[config.mk]
export PLATFORM = sky130hd
export DESIGN_NAME = ps2_scancode_decoder
export DESIGN_NICKNAME = d
export VERILOG_FILES = /design/src/rtl/ps2_scancode_decoder.sv
export SDC_FILE = /design/constraint.sdc
export NUM_CORES = 1
export LEC_CHECK = 0
export ABC_AREA = 1
export BUFFER_PORTS_ARGS = -buffer_cell sky130_fd_sc_hd__buf_4
export CORE_MARGIN = 8
export CORE_UTILIZATION = 51
export CTS_CLUSTER_SIZE = 28
export DETAILED_ROUTE_END_ITERATION = 12
export PLACE_DENSITY = 0.75
export SYNTH_ARGS = -nofsm -noshare
export SYNTH_HDL_FRONTEND = slang
export SYNTH_SLANG_ARGS = --single-unit
[constraint.sdc]
create_clock -name clk -period 1.7 [get_ports clk]
set_clock_uncertainty 0.2 [all_clocks]
set_input_delay 0.17 -clock clk [delete_from_list [all_inputs] [get_ports clk]]
set_output_delay 0.17 -clock clk [all_outputs]
set_load 0.1 [all_outputs]
[src/rtl/ps2_scancode_decoder.sv]
// PS/2 set-2 scan code decoder: strips E0/F0 prefixes, emits key events and tracks modifiers.
// Optional 4-entry event FIFO with consumer acknowledge when PS2_DEC_FIFO_EN is defined.
module ps2_scancode_decoder #(
  parameter int unsigned TIMEOUT_CYCLES = 1000000
) (
  input  logic       clk,
  input  logic       rst,
  input  logic [7:0] byte_in,
  input  logic       byte_valid,
  input  logic       key_ack,
  output logic [7:0] key_code,
  output logic       key_ext,
  output logic       key_break,
  output logic       key_valid,
  output logic       shift_held,
  output logic       ctrl_held,
  output logic       alt_held,
  output logic       err,
  output logic [1:0] state_dbg
);

  // Handshake: the upstream byte is taken once per rising edge of byte_valid; an event is
  // presented while key_valid is high and, with the FIFO, is consumed when key_ack is high
  // in the same cycle as key_valid (key_ack acts as ready).

  localparam int unsigned CW = (TIMEOUT_CYCLES > 1) ? $clog2(TIMEOUT_CYCLES) : 1;
  localparam logic [CW-1:0] TO_LAST = CW'(TIMEOUT_CYCLES - 1);

  // Encoding chosen so bit 0 means "E0 seen" and bit 1 means "F0 seen".
  typedef enum logic [1:0] {
    S_IDLE    = 2'b00,
    S_EXT     = 2'b01,
    S_BRK     = 2'b10,
    S_EXT_BRK = 2'b11
  } state_t;

  state_t        state_q, state_d;
  logic [CW-1:0] cnt_q, cnt_d;
  logic          bv_q;
  logic          accept;
  logic          emit, emit_ext, emit_brk;
  logic          proto_err, tmo, drop;
  logic          lshift_q, rshift_q, lctrl_q, rctrl_q, lalt_q, ralt_q;

  assign accept    = byte_valid & ~bv_q;
  assign state_dbg = state_q;

  always_comb begin
    state_d   = state_q;
    cnt_d     = cnt_q;
    emit      = 1'b0;
    emit_ext  = 1'b0;
    emit_brk  = 1'b0;
    proto_err = 1'b0;
    tmo       = 1'b0;
    if (accept) begin
      cnt_d = '0;
      if (byte_in == 8'h00 || byte_in == 8'hFF) begin
        proto_err = 1'b1;
        state_d   = S_IDLE;
      end else if (byte_in == 8'hE0) begin
        state_d = (state_q == S_IDLE || state_q == S_EXT) ? S_EXT : S_EXT_BRK;
      end else if (byte_in == 8'hF0) begin
        state_d = (state_q == S_IDLE || state_q == S_BRK) ? S_BRK : S_EXT_BRK;
      end else begin
        emit     = 1'b1;
        emit_ext = state_q[0];
        emit_brk = state_q[1];
        state_d  = S_IDLE;
      end
    end else if (state_q == S_IDLE) begin
      cnt_d = '0;
    end else if (cnt_q == TO_LAST) begin
      // A stalled prefix is abandoned; an accepted byte in this cycle takes priority above.
      tmo     = 1'b1;
      state_d = S_IDLE;
      cnt_d   = '0;
    end else begin
      cnt_d = cnt_q + 1'b1;
    end
  end

  always_ff @(posedge clk) begin
    if (!rst) begin
      state_q  <= S_IDLE;
      cnt_q    <= '0;
      bv_q     <= 1'b1;
      err      <= 1'b0;
      lshift_q <= 1'b0;
      rshift_q <= 1'b0;
      lctrl_q  <= 1'b0;
      rctrl_q  <= 1'b0;
      lalt_q   <= 1'b0;
      ralt_q   <= 1'b0;
    end else begin
      state_q <= state_d;
      cnt_q   <= cnt_d;
      bv_q    <= byte_valid;
      err     <= proto_err | tmo | drop;
      if (emit) begin
        case ({emit_ext, byte_in})
          9'h012:  lshift_q <= ~emit_brk;
          9'h059:  rshift_q <= ~emit_brk;
          9'h014:  lctrl_q  <= ~emit_brk;
          9'h114:  rctrl_q  <= ~emit_brk;
          9'h011:  lalt_q   <= ~emit_brk;
          9'h111:  ralt_q   <= ~emit_brk;
          default: ;
        endcase
      end
    end
  end

  assign shift_held = lshift_q | rshift_q;
  assign ctrl_held  = lctrl_q | rctrl_q;
  assign alt_held   = lalt_q | ralt_q;

`ifdef PS2_DEC_FIFO_EN
  logic [9:0] fifo_mem [4];
  logic [1:0] wr_ptr, rd_ptr;
  logic [2:0] fifo_cnt;
  logic       full, pop, push;

  assign full = (fifo_cnt == 3'd4);
  assign pop  = key_ack & key_valid;
  // A pop in the same cycle frees the slot the incoming event needs.
  assign push = emit & (~full | pop);
  assign drop = emit & full & ~pop;

  always_ff @(posedge clk) begin
    if (!rst) begin
      for (int i = 0; i < 4; i++) fifo_mem[i] <= '0;
      wr_ptr   <= '0;
      rd_ptr   <= '0;
      fifo_cnt <= '0;
    end else begin
      if (push) begin
        fifo_mem[wr_ptr] <= {emit_ext, emit_brk, byte_in};
        wr_ptr           <= wr_ptr + 2'd1;
      end
      if (pop) rd_ptr <= rd_ptr + 2'd1;
      fifo_cnt <= fifo_cnt + {2'b00, push} - {2'b00, pop};
    end
  end

  assign key_valid                     = (fifo_cnt != 3'd0);
  assign {key_ext, key_break, key_code} = fifo_mem[rd_ptr];
`else
  logic ack_unused;
  assign ack_unused = key_ack;
  assign drop       = 1'b0;

  always_ff @(posedge clk) begin
    if (!rst) begin
      key_valid <= 1'b0;
      key_code  <= 8'h00;
      key_ext   <= 1'b0;
      key_break <= 1'b0;
    end else begin
      key_valid <= emit;
      if (emit) begin
        key_code  <= byte_in;
        key_ext   <= emit_ext;
        key_break <= emit_brk;
      end
    end
  end
`endif

endmodule

# == Word-level counts from Yosys, hierarchy flattened ==
# Index checks and enable logic that the tools add are counted.
# word_totals
register_bits,41
latch_bits,0
mem_bits_rw,0
romBits,0
input_bits,12
output_inout_bits,17
word_cells,75
n_memories,0
# classes
n_addsub,1
mul,0
n_div,0
order_cmp,0
n_eq_ne,13
n_shift,0
mux,25
n_bitwise,8
reduce_logical,14
# ops
op,count
9-bit by 5-bit == test with 1-bit output (second input constant),3
8-bit == test (second input constant),3
20-bit by 1-bit adder with 20-bit output (second input constant),1
20-bit == test (second input constant),1
9-bit == test (second input constant),2
1-bit two-way mux,18
2-bit two-way mux,7
2-bit AND reduction,7
9-bit by 7-bit == test with 1-bit output (second input constant),1
8-bit zero test,1
1-bit OR,4
4-bit OR reduction,1
1-bit logical OR,3
1-bit inverter,3
2-bit by 1-bit == test with 1-bit output (second input constant),1
2-bit == test (second input constant),1
2-bit zero test,1
2-bit inequality test (second input constant),1
2-bit nonzero test,1
1-bit bitwise AND,1

# == Logic depth before layout (Yosys ltp) ==
# logic_depth
depth_word,7
ltp_mapped,10
depth_no_buf,10

# == Worst setup path before layout ==
# No wires, ideal clock.
# synth_path
kind,register to register
start,"register state_q[1], in the netlist state_dbg[1]"
end,register cnt_q[2]
setup_time_ns,0.078
t_arrival_ns,1.884
t_required_ns,1.422
setup_slack_ns,-0.461
path_stages_with_launch,6
path_buffers,1
period_less_slack_ns,2.161
path_cell_list,dfxtp_1 -> clkinv_1 -> nand2_1 -> nand4_1 -> buf_2 -> nor3_1
# synth_between
elab_chain_len,2
# synth_rtl
element,line,source
from (decl),37,"state_t state_q, state_d;"
from (signal assigned),96,state_q <= state_d;
2-bit zero test,71,end else if (state_q == S_IDLE) begin
4-bit OR reduction (no line),--,
to (signal assigned),97,cnt_q <= cnt_d;
to (decl),38,"logic [CW-1:0] cnt_q, cnt_d;"
# No other way between the ends.
# A chain may end at the register's enable or synchronous reset.

# == Final worst setup path ==
# layout_path
start,register cnt_q[1]
end,register cnt_q[16]
# layout_between
elab_chain_len,2
word_cells_on_any_way,3
cone_classes,1 x add/sub; 1 x eq/ne; 1 x reduce/logical
# layout_rtl
element
branches (longest 2 deep; another with 20-bit by 1-bit adder with 20-bit output)
# Parallel ways; which one is timed is not known.

==> metrics.txt <==
leakage=1.07 nW; io pins=29; die span in y=78.8 um; hold_sp=byte_in[1]; max-slew violations=0; post-route clock period utilization=1.01; post-route minimum period=1720 ps; power density over cell area=694 nW/um2; WP data required=1700 ps; std cell rows=23; worst r2r src=cnt_q[1]; vias=2,099; max FFs per register=20; vias in the first global route=1,915; Cell Count, Final, Fillers Out=407; share of the synthesized area in the top cell type=0.409; Crit-path slowest cell=dfxtp_2; die width=78.8 um; drt via density=5.16; violated checks=negative setup slack; GRT Util Overall=0.160; crit-path leading delay family=simple AND/OR/NAND/NOR gates; Num CTS Buffers=5; diode count=0; Synth cell types=28; maxcap violations=0; worst setup margin=-19.4 ps; Area contributors post-synth=dfxtp_1 41%, nand2_1 13%, nor2_1 11%; Worst-Margin Slew=344 ps; CTS max path bufs=2; Post-route DRC=0; outcome=complete, but fails checks; CP arrival=1720 ps; critical path peak fanout=5; Area Overhead vs Synth=37.8%; fmax=582 MHz; Worst path max stage delay=360 ps; cells along the critical path=ha_4, nand2_2, inv_2, nand2_4, nor2_4, nand3_2, nand4_1, buf_6, clkbuf_16, nor2_2; Largest Register=cnt_q; Worst setup EP type=flip-flop; Placeable Area=3880 um2; GRT Residual Overflow=0; Fillers=317; # setup viols final=10; RSZ-0062 raised after global routing=yes; Synth Register Bits=41; per-cell routed wire length=12.9 um; Hold Violations, Final=0; starting DRC count in detailed routing=169; HPWL after DPL=3.34 mm; Synth Area per Inst=6.74 um2; antenna violations before repair=0; first-pass GRT wire length=8.20 mm; Bufs and invs on worst path=3; post-synth top area cell=dfxtp_1; First-pass DRT Iterations=4; fraction of layout cells with a size suffix above 1=0.275; net count after synthesis=311; Post-DRT Antenna Nets=0; register area share after synthesis=0.409; cell area after layout=2770 um2; Initial Utilization=0.517; Max-slew headroom=0.769; Synthesis Warnings=0; worst vdd ir=480 uV; Port Buf Inserts=27; clock latency on the worst-skew pair=300 ps; pin count of the biggest net entering global routing=21; clock sink count=41; Max H-tree Level=2; TritonCTS clock tree=yes; Cell Area, Placed=2340 um2; crit path launch=cnt_q[1]; # nets final=369; global placement routability congestion=0.909; Syn Inst Count=298; WL final=5.25 mm; startpoint types=flip-flop; die area=6200 um2; Crit Path Category=flip-flop to flip-flop; Post-Place Cells=380; synthesized area=2010 um2; register area=830 um2; clock-pin slew on the worst setup and hold paths=80 ps; area of the multi-input gates=1130 um2; CTS Root Buffer Type=clkbuf_8; worst min-delay path class=input pin to flip-flop
[layout make-up]
class | instances | area share
Clock buffer | 7 | 0.0348
Inverter | 37 | 0.0502
Tap cell | 50 | 0.0226
Clock inverter | 1 | 0.00181
Timing Repair Buffer | 56 | 0.183
Sequential cell | 41 | 0.300
Multi-Input combinational cell | 215 | 0.408
[timing repair]
| item | in CTS | in global routing |
|---|---|---|
| buffers inserted | 1 | 4 |
| setup endpoints to repair | 1 | 25 |
| gates resized for setup | 0 | 36 |
| pin swaps | 1 | 10 |
| gates cloned | 0 | 3 |
| endpoints found under the hold margin | 16 | 0 |
| hold buffers | 11 | 0 |
[cell usage in the layout (no fill, tap or decap)]
cell           count
nor2_4             4
a21oi_2            7
buf_4             39
nor3_1             8
dfxtp_4            1
nand3_2            2
nor4_1             1
dfxtp_2            4
dlygate4sd3_1     11
or2_2              1
nor3_2             3
buf_12             1
nor2_1            49
nor3_4             2
inv_2              3
o21ai_1            2
clkbuf_16          2
inv_1             33
nor2_2            11
or2_0              1
nand2_1           64
nand3_1           14
nand3b_1           1
clkinv_2           1
o21ai_0           10
nand2_2            5
nand2_4            1
clkinv_1           1
clkbuf_8           7
ha_4               1
xor2_1             6
a21oi_1            8
dfxtp_1           36
nand4_1           13
buf_6              3
xnor2_1            1
[Yosys cell counts]
library cell / count
a21oi_1: 14
a21oi_2: 1
buf_2: 2
buf_6: 1
clkbuf_1: 2
clkinv_1: 1
dfxtp_1: 41
ha_1: 1
inv_1: 35
inv_2: 1
nand2_1: 67
nand2_2: 3
nand3_1: 16
nand3b_1: 1
nand4_1: 13
nor2_1: 59
nor2_2: 4
nor2_4: 1
nor3_1: 9
nor3_2: 3
nor3_4: 1
nor4_1: 1
o21ai_0: 10
o21ai_1: 2
or2_0: 1
or2_2: 1
xnor2_1: 1
xor2_1: 6
[routing by layer]
| layer | global-route usage | wire (um) | vias up |
|---|---|---|---|
| li1 | - | - | 1064 |
| met4 | 0.0685 | 140 | 0 |
| met1 | 0.173 | 2120 | 960 |
| met3 | 0.0418 | 254 | 15 |
| met5 | 0 | 0 | - |
| met2 | 0.289 | 2740 | 60 |
[cell families after synthesis]
group,synth area share
AO/OA/AOI/OAI,0.0692
XOR/XNOR,0.0305
adder cells (fa/ha/maj),0.00623
buffers and inverters,0.0835
flip-flops,0.409
AND/OR/NAND/NOR,0.402
[worst register-to-register path, delay by kind of cell (launching register included)]
kind	cells	cell delay, ps
fa+ha+maj	1	140
buf+inv	3	390
flops	1	360
simple gates	6	530
[final timing paths]
path / cells after the start / slack, ps / to
hold reg to reg: 2 / 270 / cnt_q[19]
hold / removal: 6 / 130 / lshift_q
setup reg to reg: 10 / -20 / cnt_q[16]
setup / recovery: 10 / -20 / cnt_q[16]
[where the power goes]
part	leakage, nW	internal [mW]	switching (mW)
sequential	0.335	0.972	0.00742
combinational	0.680	0.0704	0.158
clock	0.0542	0.367	0.347
[stage by stage]
step                      worst slack [ps]  power [mW]  utilization  hold slack, ps  TNS [ps]
after floorplan                       67.5        1.14            -            66.4         0
after global placement                53.3        1.20        0.602             157         0
after detailed placement              7.27        1.20        0.602             159         0
after CTS                             32.9        1.93        0.658             122         0
after global routing                 -94.5        1.99        0.712             180     -1160
final                                -19.4        1.92        0.712             129      -110
Power figures use the tool's default switching activity.
